### config.mk
export PLATFORM = sky130hd
export DESIGN_NAME = input_conditioner
export DESIGN_NICKNAME = d
export VERILOG_FILES = /design/src/rtl/input_conditioner.sv
export SDC_FILE = /design/constraint.sdc
export NUM_CORES = 1
export LEC_CHECK = 0
export BUFFER_PORTS_ARGS = -buffer_cell sky130_fd_sc_hd__buf_2
export CAP_MARGIN = 20
export CORE_MARGIN = 3
export CORE_UTILIZATION = 50
export CTS_BUF_LIST = sky130_fd_sc_hd__clkbuf_4 sky130_fd_sc_hd__clkbuf_8
export DETAILED_ROUTE_END_ITERATION = 8
export GPL_TIMING_DRIVEN = 0
export HOLD_SLACK_MARGIN = 0.05
export PLACE_DENSITY = 0.66
export SLEW_MARGIN = 20
export SYNTH_ARGS = -nofsm -noshare
export SYNTH_HDL_FRONTEND = slang
export SYNTH_SLANG_ARGS = --single-unit
### constraint.sdc
create_clock -name clk_125mhz -period 4.11 [get_ports clk_125mhz]
set_clock_uncertainty 0.15 [all_clocks]
set_input_delay 0.411 -clock clk_125mhz [delete_from_list [all_inputs] [get_ports clk_125mhz]]
set_output_delay 0.411 -clock clk_125mhz [all_outputs]
set_load 0.02 [all_outputs]
### src/rtl/input_conditioner.sv
// -----------------------------------------------------------------------------
// input_conditioner
//   Synchronises and debounces raw board inputs (rotary encoder A/B/push) in
//   the clk_125mhz domain. The clean levels are meant to replace the raw pads
//   on the downstream rotary encoder input. One-cycle edge pulses and
//   quadrature step/error events are produced for monitoring.
//
// Ports
//   clk_125mhz  in   1      system clock
//   reset       in   1      asynchronous, active-high
//   raw_in      in   WIDTH  unsynchronised pad inputs (bit0 = A, bit1 = B)
//   clean       out  WIDTH  debounced levels
//   rise        out  WIDTH  1-cycle pulse when clean[i] goes 0->1
//   fall        out  WIDTH  1-cycle pulse when clean[i] goes 1->0
//   step_inc    out  1      1-cycle pulse, valid count-up quadrature step
//   step_dec    out  1      1-cycle pulse, valid count-down quadrature step
//   quad_err    out  1      1-cycle pulse, A and B accepted on the same edge
//   err_cnt     out  8      saturating count of quad_err pulses
// -----------------------------------------------------------------------------
module input_conditioner #(
  parameter int               WIDTH     = 4,
  parameter int               DB_CYCLES = 125000,
  parameter int               CNT_W     = 17,
  parameter logic [WIDTH-1:0] INIT      = {WIDTH{1'b1}}
) (
  input  logic             clk_125mhz,
  input  logic             reset,
  input  logic [WIDTH-1:0] raw_in,
  output logic [WIDTH-1:0] clean,
  output logic [WIDTH-1:0] rise,
  output logic [WIDTH-1:0] fall,
  output logic             step_inc,
  output logic             step_dec,
  output logic             quad_err,
  output logic [7:0]       err_cnt
);

  localparam logic [CNT_W-1:0] CNT_LAST = CNT_W'(DB_CYCLES - 1);

  // two-flop synchroniser; only s2 feeds the debouncer
  logic [WIDTH-1:0] s1_q;
  logic [WIDTH-1:0] s2_q;

  // debounce state
  logic [CNT_W-1:0] cnt_q [WIDTH];
  logic [CNT_W-1:0] cnt_d [WIDTH];
  logic [WIDTH-1:0] clean_q;
  logic [WIDTH-1:0] clean_d;

  // registered event outputs
  logic [WIDTH-1:0] rise_q;
  logic [WIDTH-1:0] rise_d;
  logic [WIDTH-1:0] fall_q;
  logic [WIDTH-1:0] fall_d;
  logic             step_inc_q;
  logic             step_inc_d;
  logic             step_dec_q;
  logic             step_dec_d;
  logic             quad_err_q;
  logic             quad_err_d;
  logic [7:0]       err_cnt_q;
  logic [7:0]       err_cnt_d;

  // quadrature helpers
  logic a_chg;
  logic b_chg;
  logic a_new;
  logic b_new;
  logic a_old;
  logic b_old;

  // ---------------------------------------------------------------------------
  // Synchroniser
  // ---------------------------------------------------------------------------
  always_ff @(posedge clk_125mhz or posedge reset) begin
    if (reset) begin
      s1_q <= INIT;
      s2_q <= INIT;
    end else begin
      s1_q <= raw_in;
      s2_q <= s1_q;
    end
  end

  // ---------------------------------------------------------------------------
  // Debounce: each bit runs its own counter. The counter only advances while
  // the synchronised level differs from the accepted level; any return to
  // equality clears it, so a glitch shorter than DB_CYCLES never lands.
  // ---------------------------------------------------------------------------
  always_comb begin
    clean_d = clean_q;
    for (int i = 0; i < WIDTH; i++) begin
      cnt_d[i] = '0;
      if (s2_q[i] != clean_q[i]) begin
        if (cnt_q[i] == CNT_LAST) begin
          clean_d[i] = s2_q[i];
        end else begin
          cnt_d[i] = cnt_q[i] + CNT_W'(1);
        end
      end
    end
  end

  always_ff @(posedge clk_125mhz or posedge reset) begin
    if (reset) begin
      for (int i = 0; i < WIDTH; i++) begin
        cnt_q[i] <= '0;
      end
      clean_q <= INIT;
    end else begin
      for (int i = 0; i < WIDTH; i++) begin
        cnt_q[i] <= cnt_d[i];
      end
      clean_q <= clean_d;
    end
  end

  // ---------------------------------------------------------------------------
  // Edge pulses and quadrature decode. Everything is derived from the
  // clean_q -> clean_d transition so the pulses are registered on the very
  // edge that updates clean and are high for the first cycle of the new value.
  // ---------------------------------------------------------------------------
  always_comb begin
    rise_d = clean_d & ~clean_q;
    fall_d = ~clean_d & clean_q;

    a_old = clean_q[0];
    b_old = clean_q[1];
    a_new = clean_d[0];
    b_new = clean_d[1];
    a_chg = a_new ^ a_old;
    b_chg = b_new ^ b_old;

    step_inc_d = 1'b0;
    step_dec_d = 1'b0;
    quad_err_d = 1'b0;

    if (a_chg && b_chg) begin
      quad_err_d = 1'b1;
    end else if (a_chg) begin
      // A rises with B=0 or A falls with B=1 counts up
      if (a_new != b_old) step_inc_d = 1'b1;
      else                step_dec_d = 1'b1;
    end else if (b_chg) begin
      // B rises with A=1 or B falls with A=0 counts up
      if (b_new == a_old) step_inc_d = 1'b1;
      else                step_dec_d = 1'b1;
    end

    err_cnt_d = err_cnt_q;
    if (quad_err_d && (err_cnt_q != 8'hFF)) begin
      err_cnt_d = err_cnt_q + 8'd1;
    end
  end

  always_ff @(posedge clk_125mhz or posedge reset) begin
    if (reset) begin
      rise_q     <= '0;
      fall_q     <= '0;
      step_inc_q <= 1'b0;
      step_dec_q <= 1'b0;
      quad_err_q <= 1'b0;
      err_cnt_q  <= 8'h00;
    end else begin
      rise_q     <= rise_d;
      fall_q     <= fall_d;
      step_inc_q <= step_inc_d;
      step_dec_q <= step_dec_d;
      quad_err_q <= quad_err_d;
      err_cnt_q  <= err_cnt_d;
    end
  end

  assign clean    = clean_q;
  assign rise     = rise_q;
  assign fall     = fall_q;
  assign step_inc = step_inc_q;
  assign step_dec = step_dec_q;
  assign quad_err = quad_err_q;
  assign err_cnt  = err_cnt_q;

endmodule
==> reports/qor.csv <==
metric,value,unit
CP required,4.21,ns
hpwl dp,5320,microns
flop2flop setup slack,1.01,ns
Critical R2R Launch,cnt_q[51]$_DFF_PP0_,
final wirelength,7750,microns
CTS buffer count,9,
post-synthesis xor/xnor area fraction,0.135,
Reg2Reg Depth,10,
outcome,"complete, no violations",
I/O pin count,29,
Setup TNS Final,0,ns
mux cell area share after synthesis,0.0137,
Clock Tree Buf Depth,2,
Synth top area share,0.486,
fraction of the mapped netlist area in adder cells,0.0251,
n_diodes,0,
Synth Area in Simple Gates,0.237,
DRC Markers,0,
Die W,101,microns
Synth area leader,dfrtp_1,
fillers,701,
DR iter-0 viols,115,
pwr dens,339,mW/mm^2
CTS tree,done,
largest net degree at the start of global routing,52,
library cells used by synthesis,43,
vias in the first global route,3075,
Worst Max-Slew Pin Slew,0.469,ns
Yosys reg bits,99,
WP data arrival,3.20,ns
initial antenna violation count,0,
R2R Path End,err_cnt[1]$_DFFE_PP0P_,
final design utilization,0.596,
Hold/Removal Path Class,reg -> reg,
"Seq/Total Area, Yosys",0.556,
routed length per instance,13.7,microns
cell row count,33,
WS Path Type,reg -> reg,
Initial Util,0.529,
Slew HR,0.687,
GR Overflow Total,0,
post-layout net count,470,
syn_area_per_cell,10.9,sq um
top post-synthesis cells by area,"dfrtp_1, xor2_1, dfstp_2, nor2_1, xnor2_1",
Critical Path End,err_cnt[1]$_DFFE_PP0P_,
Die Ht,101,microns
htree depth,3,
Final ANT Viol Nets,0,
Pleak,2.38,nW
Peak VDD IR,0.216,mV
Pre-antenna DRT Iters,4,
number of synthesized flops with an enable pin,0,
Clock Sinks,99,
final period utilization,0.753,
port bufs,28,
Synth Cell Area,0.00448,sq mm
CP Capture Type,register,
die area,0.0101,sq mm
maxcap violations,0,
core box area,0.00846,sq mm
startpoint types,register,
min cycle time layout,3.10,ns
gpl congestion,0.808,
GRT Total Usage,0.169,
Worst setup startpoint,cnt_q[51]$_DFF_PP0_,
unrepaired setup endpoints after global routing,false,
clock root cell,clkbuf_8,
first-pass GRT wire length,13800,microns
CTS-repair resized insts,0,
worst skew pair latency,0.36,ns
Synth Area in Compound Gates,0.0140,
total power,1.71,mW
fmax,323,MHz
Gate Count Post-Synth,410,
Vias per Instance,5.29,
synth-to-layout area growth,12.6,%
crit-path max FO,8,
share of cells above drive strength 1,0.167,
"Async S/R FF share, synth",1.00,
setup violators final,0,
largest family of logic cells by synthesized area,simple AND/OR/NAND/NOR gates,
Synth Warn #,0,
Final Max Slew Viols,0,
Final Hold Vio Count,0,
total vias in the final route,2991,
clock slew at reported path FFs,0.10,ns
"Top FF cell, synth",dfrtp_1,
"Net Count, Synth",425,
## power breakdown
part / switching, mW / internal [mW] / leakage (nW)
Clock: 0.333 / 0.317 / 0.110
Sequential: 0.0119 / 0.990 / 1.33
Combinational: 0.0383 / 0.0209 / 0.936
Total: 0.383 / 1.33 / 2.38
## metal layers
metal / global-route usage / routed length [microns] / vias up
li1: - / - / 1467
met1: 0.216 / 3720 / 1478
met2: 0.278 / 3620 / 38
met3: 0.0512 / 328 / 8
met4: 0.0497 / 76 / 0
met5: 0 / 0 / -
## stage by stage
step / hold slack, ns / setup slack, ns / instance area, sq um / std cells
2_1_floorplan: 0.195 / 0.978 / 4480 / 410
3_3_place_gp: 0.197 / -0.115 / 4750 / 543
3_5_place_dp: 0.199 / 1.03 / 4780 / 544
4_1_cts: 0.202 / 1.00 / 5040 / 565
5_1_grt: 0.210 / 0.806 / 5040 / 565
6_report: 0.202 / 1.01 / 5040 / 565
## placed cells by master, fill, tap and decap left out, types with 2 or more instances in the layout
master / Yosys / final
ha_1: 9 / 9
and3_1: 19 / 19
dfrtp_1: 87 / 87
nor2_1: 70 / 70
and4bb_2: 3 / 3
mux2i_2: 2 / 2
nand4_2: 2 / 2
clkinv_2: 0 / 2
xor2_1: 39 / 39
and4_1: 3 / 3
dfstp_2: 12 / 12
xnor2_1: 30 / 30
inv_6: 0 / 3
mux2_2: 3 / 3
or3_1: 4 / 4
clkbuf_1: 7 / 7
o21ai_0: 4 / 4
nand2b_1: 3 / 3
dlygate4sd3_1: 0 / 5
buf_2: 1 / 29
nor4_1: 3 / 3
and3_2: 2 / 2
clkbuf_8: 0 / 11
nor3_1: 5 / 5
and4b_1: 2 / 2
inv_1: 9 / 8
nor3b_1: 6 / 6
nand3_1: 18 / 18
nand4_1: 18 / 18
a21oi_1: 4 / 4
nor2b_1: 2 / 2
nand2_1: 28 / 28
## state kept, by name, indices dropped and copies added (netlist names), 4 cells and up
name / count
clean: 4
cnt_q: 68
err_cnt: 8
fall: 4
rise: 4
s1_q: 4
s2_q: 4
## how the worst min path moves through the flow
stage / startpoint / to / slack, ns / cells past startpoint
finish: s1_q[1]$_DFF_PP1_ / s2_q[1]$_DFF_PP1_ / 0.20 / 0
global route: s1_q[1]$_DFF_PP1_ / s2_q[1]$_DFF_PP1_ / 0.21 / 0
CTS: s1_q[1]$_DFF_PP1_ / s2_q[1]$_DFF_PP1_ / 0.20 / 0
detailed placement: s1_q[2]$_DFF_PP1_ / s2_q[2]$_DFF_PP1_ / 0.20 / 0
global placement: s1_q[0]$_DFF_PP1_ / s2_q[0]$_DFF_PP1_ / 0.20 / 0
floorplan: s1_q[0]$_DFF_PP1_ / s2_q[0]$_DFF_PP1_ / 0.20 / 0
## what timing repair did
item                                    in CTS  in global routing
endpoints found under the setup margin       0                  0
hold buffers                                 5                  0
hold endpoints to repair                    47                  0
buffers inserted                             0                  0
## synth_stat cells, types with 3 or more instances
master	number
a21oi_1	4
and3_1	19
and4_1	3
and4bb_2	3
clkbuf_1	7
dfrtp_1	87
dfstp_2	12
ha_1	9
inv_1	9
mux2_2	3
nand2_1	28
nand2b_1	3
nand3_1	18
nand4_1	18
nor2_1	70
nor3_1	5
nor3b_1	6
nor4_1	3
o21ai_0	4
or3_1	4
xnor2_1	30
xor2_1	39
## worst max-delay path, stage by stage (launching register included)
cell and delay [ns]:
dfrtp_1 0.43, ha_1 0.26, and4b_1 0.20, nand4_1 0.17, mux2i_2 0.30, inv_1 0.09
ha_1 0.33, nor2_1 0.22, o21a_1 0.17, clkbuf_1 0.29, mux2_2 0.37
## layout make-up
class	instances	area, sq um	share of cell area
plain buffers	10	50.0	0.00992
multi-input cells	292	1900	0.378
well taps	105	131	0.0260
clock inverters	5	57.6	0.0114
inverters	9	38.8	0.00769
repair buffers	34	218	0.0432
clock buffers	11	151	0.0300
flip-flops and latches	99	2490	0.494
## cell families (layout without fill, tap and decap cells)
kind of cell	after synthesis	after routing
muxes	5	5
adders and majority gates	9	9
AOI/OAI and AO/OA	11	11
DFF	99	99
xor gates and xnor gates	69	69
buffers and inverters	19	69
and+or+nand+nor	198	198
(Power assumes the default switching activity.)
